## src/rtl/mcx_seq_core_if.sv

```systemverilog
// Program-memory fetch handshake between mcx_seq_core (master) and the instruction store (slave).
interface mcx_seq_core_if #(
   parameter int unsigned PC_W  = 4,
   parameter int unsigned ARG_W = 12
) ();
   logic                  imem_req;
   logic [PC_W-1:0]       imem_addr;
   logic                  imem_valid;
   logic [6+3*ARG_W-1:0]  imem_line;

   modport master (output imem_req, output imem_addr, input imem_valid, input imem_line);
   modport slave  (input imem_req, input imem_addr, output imem_valid, output imem_line);
endinterface

```

## src/rtl/mcx_seq_core.sv

```systemverilog
// MCX fetch/execute sequencer: FETCH -> WAIT -> EXEC with terminal HALT, flags and register file.
// Optional one-entry CALL/RET return register enabled by defining MCX_CALL_EN.
module mcx_seq_core #(
   parameter int unsigned DATA_W  = 11,
   parameter int unsigned ARG_W   = 12,
   parameter int unsigned PC_W    = 4,
   parameter int unsigned LAST_PC = 6,
   parameter int unsigned NREG    = 4
) (
   input  logic                 clk,
   input  logic                 rst,
   mcx_seq_core_if.master       imem,
   output logic [DATA_W-1:0]    acc_out,
   output logic [PC_W-1:0]      pc_out,
   output logic [1:0]           flags_out,
   output logic                 retire,
   output logic                 halted
);
   localparam int unsigned LINE_W = 6 + 3*ARG_W;
   localparam int unsigned IDX_W  = (NREG > 1) ? $clog2(NREG) : 1;

   typedef enum logic [1:0] {S_FETCH, S_WAIT, S_EXEC, S_HALT} state_t;

   state_t               state_q, state_d;
   logic [PC_W-1:0]      pc_q, pc_d;
   logic [DATA_W-1:0]    regs_q [NREG];
   logic [DATA_W-1:0]    regs_d [NREG];
   logic [1:0]           flags_q, flags_d;
   logic [LINE_W-1:0]    line_q, line_d;
   logic                 req_q, req_d;
   logic                 retire_q, retire_d;
`ifdef MCX_CALL_EN
   logic [PC_W-1:0]      ra_q, ra_d;
`endif

   logic [1:0]           cond;
   logic [3:0]           op;
   logic [ARG_W-1:0]     a1, a2, a3;
   logic [IDX_W-1:0]     i1, i2, i3;
   logic [DATA_W-1:0]    opnd1, opnd2, imm, alu;
   logic                 alu_wr, cond_ok;
   logic [PC_W-1:0]      seq_pc, jmp_pc;

   assign cond  = line_q[LINE_W-1 -: 2];
   assign op    = line_q[LINE_W-3 -: 4];
   assign a1    = line_q[3*ARG_W-1 -: ARG_W];
   assign a2    = line_q[2*ARG_W-1 -: ARG_W];
   assign a3    = line_q[ARG_W-1:0];
   assign i1    = IDX_W'(a1 % ARG_W'(NREG));
   assign i2    = IDX_W'(a2 % ARG_W'(NREG));
   assign i3    = IDX_W'(a3 % ARG_W'(NREG));
   assign imm   = DATA_W'(a2);
   assign opnd1 = regs_q[i1];
   assign opnd2 = regs_q[i2];

   assign seq_pc = (pc_q == PC_W'(LAST_PC)) ? '0 : pc_q + PC_W'(1);
   assign jmp_pc = (a1 <= ARG_W'(LAST_PC)) ? PC_W'(a1) : '0;

   always_comb begin
      cond_ok = 1'b1;
      unique case (cond)
         2'b00: cond_ok = 1'b1;
         2'b01: cond_ok = flags_q[0];
         2'b10: cond_ok = flags_q[1];
         2'b11: cond_ok = ~flags_q[0];
      endcase
   end

   always_comb begin
      state_d  = state_q;
      pc_d     = pc_q;
      regs_d   = regs_q;
      flags_d  = flags_q;
      line_d   = line_q;
      req_d    = req_q;
      retire_d = 1'b0;
      alu      = '0;
      alu_wr   = 1'b0;
`ifdef MCX_CALL_EN
      ra_d     = ra_q;
`endif
      unique case (state_q)
         S_FETCH: begin
            req_d   = 1'b1;
            state_d = S_WAIT;
         end
         S_WAIT: begin
            if (imem.imem_valid) begin
               line_d  = imem.imem_line;
               req_d   = 1'b0;
               state_d = S_EXEC;
            end
         end
         S_EXEC: begin
            retire_d = 1'b1;
            pc_d     = seq_pc;
            state_d  = S_FETCH;
            if (cond_ok) begin
               unique case (op)
                  4'h1: regs_d[i3] = imm;
                  4'h2: begin alu = opnd1 + opnd2; alu_wr = 1'b1; end
                  4'h3: pc_d = jmp_pc;
                  4'h4: begin alu = opnd1 - opnd2; alu_wr = 1'b1; end
                  4'h5: begin alu = opnd1 & opnd2; alu_wr = 1'b1; end
                  4'h6: begin alu = opnd1 | opnd2; alu_wr = 1'b1; end
                  4'h7: begin alu = opnd1 ^ opnd2; alu_wr = 1'b1; end
                  4'h8: regs_d[i3] = opnd1;
`ifdef MCX_CALL_EN
                  4'h9: begin ra_d = seq_pc; pc_d = jmp_pc; end
                  4'hA: pc_d = ra_q;
`else
                  4'h9, 4'hA: ;
`endif
                  4'hF: begin pc_d = pc_q; state_d = S_HALT; end
                  default: ;
               endcase
               // R0 is the accumulator, so ALU results land in regs_d[0]
               if (alu_wr) begin
                  regs_d[0] = alu;
                  flags_d   = {alu[DATA_W-1], alu == '0};
               end
            end
         end
         S_HALT: ;
         default: state_d = S_FETCH;
      endcase
   end

   always_ff @(posedge clk) begin
      if (!rst) begin
         state_q  <= S_FETCH;
         pc_q     <= '0;
         flags_q  <= '0;
         line_q   <= '0;
         req_q    <= 1'b0;
         retire_q <= 1'b0;
         for (int unsigned i = 0; i < NREG; i++) regs_q[i] <= '0;
`ifdef MCX_CALL_EN
         ra_q     <= '0;
`endif
      end else begin
         state_q  <= state_d;
         pc_q     <= pc_d;
         flags_q  <= flags_d;
         line_q   <= line_d;
         req_q    <= req_d;
         retire_q <= retire_d;
         regs_q   <= regs_d;
`ifdef MCX_CALL_EN
         ra_q     <= ra_d;
`endif
      end
   end

   assign imem.imem_req  = req_q;
   assign imem.imem_addr = pc_q;
   assign acc_out        = regs_q[0];
   assign pc_out         = pc_q;
   assign flags_out      = flags_q;
   assign retire         = retire_q;
   assign halted         = (state_q == S_HALT);
endmodule

```

## src/flat_wrapper.sv

```systemverilog
// flat-port wrapper written by rule: the top's interface ports become plain ports
module mcx_seq_core_flat 
#(
   parameter int unsigned DATA_W  = 11,
   parameter int unsigned ARG_W   = 12,
   parameter int unsigned PC_W    = 4,
   parameter int unsigned LAST_PC = 6,
   parameter int unsigned NREG    = 4
)
  (clk, rst, acc_out, pc_out, flags_out, retire, halted, imem_imem_req, imem_imem_addr, imem_imem_valid, imem_imem_line);
  mcx_seq_core_if #(.PC_W(PC_W), .ARG_W(ARG_W)) imem_i ();
  input  logic clk;
  input  logic rst;
  output logic [DATA_W-1:0] acc_out;
  output logic [PC_W-1:0] pc_out;
  output logic [1:0] flags_out;
  output logic retire;
  output logic halted;
  output wire logic [$bits(imem_i.imem_req)-1:0] imem_imem_req;
  output wire logic [$bits(imem_i.imem_addr)-1:0] imem_imem_addr;
  input wire logic [$bits(imem_i.imem_valid)-1:0] imem_imem_valid;
  input wire logic [$bits(imem_i.imem_line)-1:0] imem_imem_line;
  assign imem_imem_req = imem_i.imem_req;
  assign imem_imem_addr = imem_i.imem_addr;
  assign imem_i.imem_valid = imem_imem_valid;
  assign imem_i.imem_line = imem_imem_line;
  mcx_seq_core #(.DATA_W(DATA_W), .ARG_W(ARG_W), .PC_W(PC_W), .LAST_PC(LAST_PC), .NREG(NREG)) u_core (.clk(clk), .rst(rst), .imem(imem_i), .acc_out(acc_out), .pc_out(pc_out), .flags_out(flags_out), .retire(retire), .halted(halted));
endmodule
```

## config.mk

```make
export PLATFORM = sky130hd
export DESIGN_NAME = mcx_seq_core_flat
export DESIGN_NICKNAME = d
export VERILOG_FILES = /design/src/rtl/mcx_seq_core_if.sv /design/src/rtl/mcx_seq_core.sv /design/src/flat_wrapper.sv
export SDC_FILE = /design/constraint.sdc
export NUM_CORES = 1
export LEC_CHECK = 0
export ABC_CLOCK_PERIOD_IN_PS = 4200
export CORE_MARGIN = 2
export CORE_UTILIZATION = 34
export DETAILED_ROUTE_END_ITERATION = 10
export GPL_TIMING_DRIVEN = 0
export PLACE_DENSITY_LB_ADDON = 0.12
export SLEW_MARGIN = 20
export SYNTH_ARGS = -nofsm -noshare
export SYNTH_HDL_FRONTEND = slang
export SYNTH_SLANG_ARGS = --single-unit
```

## constraint.sdc

```tcl
create_clock -name clk -period 4.2 [get_ports clk]
set_input_delay 0.84 -clock clk [delete_from_list [all_inputs] [get_ports clk]]
set_output_delay 0.84 -clock clk [all_outputs]
set_load 0.01 [all_outputs]
```

==> flow_metrics.tcl, run 1 <==
set metrics [dict create \
    status "finished, final reports clean" \
    synth-xor-area-share 0.0295 \
    cp.arrival_ns 4.18 \
    worstMarginPinSlew_ns 0.783 \
    ant_nets 0 \
    tritoncts "done" \
    hold_viol_final 0 \
    synth_cell_types 58 \
    drive_gt1_frac 0.109 \
    synthArstFlopShare 0 \
    diodes 0 \
    finalSetupTns_ns 0 \
    skew_ns 0.00925 \
    fin_crit_ns 3.95 \
    reg2reg_depth 14 \
    cts_buffers 9 \
    final_max_slew_viol_count 0 \
    use_met1 0.270 \
    seq_area_frac_synth 0.302 \
    p_total_uw 2250 \
    synth_compound_area_frac 0.186 \
    clockBufferDepth 2 \
    synthTopCellsByCount "nand2_1 (101), dfxtp_1 (85), ha_1 (37)" \
    power.switching_uw 642 \
    timing.fmax_mhz 253 \
    crit_path_start_kind "flop" \
    start_util 0.344 \
    critPathRequiredTime_ns 4.43 \
    synth_edf_count 0 \
    rows 47 \
    vias 4838 \
    grt_pass1_vias 4652 \
    crit_fanout 10 \
    cap_violations 0 \
    path_common_cell "xnor2_1" \
    crit_chain "buf_6, mux4_2, inv_2, nand3_1, or3_1, nand2_1, xnor2_1, ha_1, or4_1, a31o_1, a31oi_1, xnor2_1, o22ai_2, o221a_1" \
    synth.area.mux_share 0.162 \
    cp_slowest_stage_delay_ns 0.58 \
    grt_pass1_wl_um 25900 \
    ir_drop_v 0.000162 \
    clockRootBuffer "clkbuf_16" \
    synth.most_common_cell "nand2_1" \
    synth_top_family_by_area "compound AO/OA/AOI/OAI gates" \
    grt_use_total 0.191 \
    clkLatencyLatePin_ns 0.34 \
    critPathKind "flop to flop" \
    cts_max_level 3 \
    min_period_over_period 0.940 \
    wirelength_um 16500 \
    rsz0062_at_grt "no" \
    setup_viol 0 \
    gr-usage-met2 0.300 \
    clockPowerShare 0.385 \
    grt_max_degree 14 \
    grt_busiest_layer "met2" \
    synth_top_area_cell "dfxtp_1" \
    synth_top_cell_area_share 0.302 \
    synthAdderAreaFrac 0.0856 \
    end_kind "flop" \
    numClockSinks 85 \
    crit_slowest_cell "mux4_2" \
    gp_congestion 0.873 \
    timing.slew.headroom 0.478 \
    yosysWarnings 0 \
    fin_nets 777 \
    p_per_area_nw_per_um2 330 \
    dieArea_um2 17600 \
    leakagePower_uw 0.00277 \
    drt-initial-drc-count 289 \
    use_met3 0.0276 \
    syn_area_per_cell_um2 9.00 \
    viasPerCell 5.26 \
    whs_path_depth 2 \
    drcViolationCount 0 \
    wire_per_inst_um 17.9 \
    grt_antenna_before_repair 0 \
    ctsHoldBuffers 0 \
    grt_overflow 0 \
    clk_pin_slew_ns 0.06 \
    synth.area.top_cells "dfxtp_1 (30%), ha_1 (8.2%), nand2_1 (6.7%)" \
    p_seq_frac 0.387 \
    synthSimpleGateAreaFrac 0.160 \
    io_buffers 57 \
    synth_fp_nets 710 \
    syn_to_final_growth_pct 20.7 \
    comb_power_share 0.229 \
    ios 69 \
    hold_path.class "flop to flop" \
    synth_area_um2 5640 \
    die_w_um 133 \
    core_area_um2 16400 \
    ys_ff_latch 85 \
    postSynthCellCount 627 \
    dp_hpwl_um 12800 \
    drt-pass1-iter-count 5 \
    p_int_uw 1600 \
    die_h_um 133 \
    synthFlopType "dfxtp_1" \
    p_sw_frac 0.286 \
]
cells by family (layout without fill, tap and decap cells):
| kind of cell | after synthesis | count (layout) |
|---|---|---|
| simple gates | 193 | 193 |
| compound gates | 141 | 141 |
| buf+inv | 91 | 163 |
| flops | 85 | 85 |
| mux | 60 | 60 |
| fa+ha+maj | 38 | 38 |
| xor+xnor | 19 | 19 |
layout by cell type, fill, tap and decap left out, types with 12 or more instances in the layout:
cell type,n
nor2_1,26
xnor2_1,18
a21oi_1,27
ha_1,37
inv_1,30
nand2_1,101
clkdlybuf4s50_1,57
buf_2,12
mux2i_1,25
clkbuf_1,27
buf_4,15
mux4_2,16
o211a_1,27
a21boi_0,32
dfxtp_1,85
nor2b_1,18
worst paths after layout:
check | start | endpoint | slack (ns)
max reg2reg | u_core.line_q[12] | u_core.acc_out[10] | 0.25
max | u_core.line_q[12] | u_core.acc_out[10] | 0.25
min reg2reg | u_core.line_q[27] | u_core.line_q[27] | 0.47
min | u_core.line_q[27] | u_core.line_q[27] | 0.47
state kept, by name, indices dropped and copies added (netlist names):
register / flops
u_core.regs_q: 33
u_core.line_q: 31
u_core.acc_out: 11
u_core.imem.imem_addr: 4
u_core.flags_out: 2
u_core.state_q: 2
u_core.imem.imem_req: 1
u_core.retire: 1
final cells by class:
cell class | count | area, um2
repair buffers | 57 | 571
well taps | 220 | 275
flip-flops and latches | 85 | 1700
multi-input cells | 451 | 3510
inverters | 34 | 130
clock inverters | 3 | 68.8
clock buffers | 13 | 250
plain buffers | 56 | 295
fillers | 1663 | 9600
per-stage QoR:
stage           util  area [um2]  instances  setup slack [ns]  hold slack [ns]
6_report       0.415        6810        919             0.250            0.466
5_1_grt        0.415        6810        919            0.0249            0.500
4_1_cts        0.415        6810        920            0.0450            0.469
3_5_place_dp   0.395        6490        904            0.0737            0.459
3_3_place_gp   0.395        6490        904            0.0481            0.455
2_1_floorplan      -        5640        627             0.716            0.441
what timing repair did:
| item | CTS | global route |
|---|---|---|
| resized for setup | 0 | 5 |
| endpoints found under the setup margin | 0 | 5 |
| setup buffers | 0 | 0 |
layer usage:
metal,wire length [um],share of wire
met1,8140,0.49
met2,7410,0.45
met3,570,0.035
met5,0,0
met4,338,0.021
power by group through the flow:
stage | Sequential, uW | Combinational [uW] | Clock [uW]
floorplan | 877 | 350 | 0
global placement | 885 | 505 | 0
detailed placement | 886 | 510 | 0
CTS | 868 | 515 | 878
global route | 872 | 565 | 916
finish | 868 | 514 | 864
critical path, delay by kind of cell (launching register included):
kind	cells	cell delay (ns)
flip-flops	1	0.44
AO/OA/AOI/OAI	4	0.85
XOR/XNOR	2	0.24
buffers and inverters	2	0.34
adder cells (fa/ha/maj)	1	0.24
multiplexers	1	0.58
AND/OR/NAND/NOR	4	1.14
(Power assumes the default switching activity.)
==> run 2, diff against run 1 <==
PLACE_DENSITY = 0.65   (was unset)
PLACE_DENSITY_LB_ADDON = unset   (was 0.12)
RECOVER_POWER = 100   (was unset)
==> run 2 against run 1 <==
  * Wire length decreased by 7.9%
  * Critical path depth is the same
  * Core utilization down 0.37 points
  * Non-clock buffer count increased by 1
  * Global-route usage is 1.5 points lower
  * Critical path type unchanged
  * Clock-buffer cell count fell by 2
  * Power decreased by 7.2%
  * Hold slack got worse by 0.0032 ns
  * Sequential power about the same
  * Largest power group unchanged
  * Clock power down 17%
==> flow_metrics.tcl, run 2 (synthesis gave the netlist of run 1 again) <==
set metrics [dict create \
    status "finished, final reports clean" \
    crit_path_start_kind "flop" \
    gp_congestion 0.870 \
    clockBufferDepth 2 \
    diodes 0 \
    final_cell_mix "nand2_1 (101), dfxtp_1 (85), ha_1 (37)" \
    hold_viol_final 0 \
    whs_path_depth 2 \
    layoutNonFillerInstCount 919 \
    worstMarginPinSlew_ns 0.808 \
    cp.arrival_ns 4.14 \
    ant_nets 0 \
    hold_path.class "flop to flop" \
    drive_gt1_frac 0.0973 \
    whs_ns 0.463 \
    cts_buffers 9 \
    reg2reg_depth 14 \
    dp_hpwl_um 11600 \
    die_h_um 133 \
    timing.fmax_mhz 255 \
    worst-r2r-setup-slack_ns 0.28 \
    viasPerCell 5.16 \
    leakagePower_uw 0.00281 \
    largest_reg_flops 33 \
    fin_crit_ns 3.92 \
    ctsHoldBuffers 0 \
    dieArea_um2 17600 \
    clockRootBuffer "clkbuf_16" \
    syn_to_final_growth_pct 19.6 \
    rsz0062_at_grt "no" \
    fin_area_um2 6750 \
    critPathKind "flop to flop" \
    start_util 0.344 \
    setup_viol 0 \
    ios 69 \
    r2r-end "u_core.acc_out[10]" \
    min_period_over_period 0.933 \
    tritoncts "done" \
    drt-pass1-iter-count 5 \
    grt_pass1_vias 4490 \
    finalSetupTns_ns 0 \
    rows 47 \
    skew_ns 0.00966 \
    numClockSinks 85 \
    critPathRequiredTime_ns 4.42 \
    grt_overflow 0 \
    grt_pass1_wl_um 24500 \
    r2r_start "u_core.line_q[12]" \
    top_register "u_core.regs_q" \
    ir_drop_v 0.000227 \
    cts_max_level 3 \
    cts_resized 0 \
    clk_pin_slew_ns 0.06 \
    critPathCapture "u_core.acc_out[10]" \
    drt-initial-drc-count 357 \
    fin_nets 778 \
    place_area_um2 6490 \
    p_per_area_nw_per_um2 309 \
    die_w_um 133 \
    grt_max_degree 14 \
    end_kind "flop" \
    final_common_cell "nand2_1" \
    clkLatencyLatePin_ns 0.34 \
    core_area_um2 16400 \
    io_buffers 57 \
    wirelength_um 15200 \
    final_max_slew_viol_count 0 \
    wire_per_inst_um 16.5 \
    grt_antenna_before_repair 0 \
    timing.slew.headroom 0.461 \
    cap_violations 0 \
    crit_start "u_core.line_q[12]" \
    vias 4739 \
    post-cts-setup-buffer-count 0 \
    drcViolationCount 0 \
    placed_cells 904 \
    grt_use_total 0.176 \
    crit_fanout 10 \
]
-- run 2: changes by cell type in the layout (fill, tap and decap cells not counted), sizes merged --
cell and change:
clkbuf +5, buf -6, clkinv +2, bufinv -2, clkinvlp +1, dlygate4sd3 +25
clkdlybuf4s50 -25
-- run 2: cell type report --
| class | count | area (um2) |
|---|---|---|
| well taps | 220 | 275 |
| plain buffers | 57 | 294 |
| clock inverters | 4 | 26.3 |
| fillers | 1633 | 9660 |
| repair buffers | 57 | 571 |
| clock buffers | 11 | 233 |
| multi-input cells | 451 | 3510 |
| inverters | 34 | 130 |
| flip-flops and latches | 85 | 1700 |
-- run 2: worst min-delay path by stage --
stage	from	to
finish	u_core.line_q[27]	u_core.line_q[27]
CTS	u_core.line_q[27]	u_core.line_q[27]
global route	u_core.line_q[27]	u_core.line_q[27]
detailed placement	u_core.line_q[27]	u_core.line_q[27]
floorplan	u_core.line_q[21]	u_core.line_q[21]
global placement	u_core.line_q[27]	u_core.line_q[27]
-- run 2: metal layers --
metal	part of all wire	track usage	wire (um)	vias up
met4	0.016	0.0460	236	0
met1	0.47	0.249	7150	2228
li1	-	-	-	2360
met3	0.056	0.0322	845	19
met5	0	0	0	-
met2	0.46	0.278	6920	132
-- run 2: report_power, final --
group,internal [uW],switching (uW),total [uW]
clock network,397,321,718
registers,838,29.2,868
logic,221,277,499
total,1460,627,2080
-- run 2: worst max-delay path, cell delays in order (launching register included) --
cell     delay [ns]
dfxtp_1        0.47
buf_6          0.23
mux4_2         0.58
inv_2          0.12
nand3_1        0.10
or3_1          0.36
nand2_1        0.11
xnor2_1        0.07
ha_1           0.24
or4_1          0.54
a31o_1         0.25
a31oi_1        0.20
xnor2_1        0.16
o22ai_2        0.13
o221a_1        0.24
-- run 2: through the flow --
stage / setup WS [ns] / total power, uW / util
finish: 0.280 / 2080 / 0.411
global route: 0.0243 / 2180 / 0.411
CTS: 0.0371 / 2100 / 0.411
detailed placement: 0.0764 / 1380 / 0.395
global placement: 0.0860 / 1380 / 0.395
floorplan: 0.716 / 1230 / -
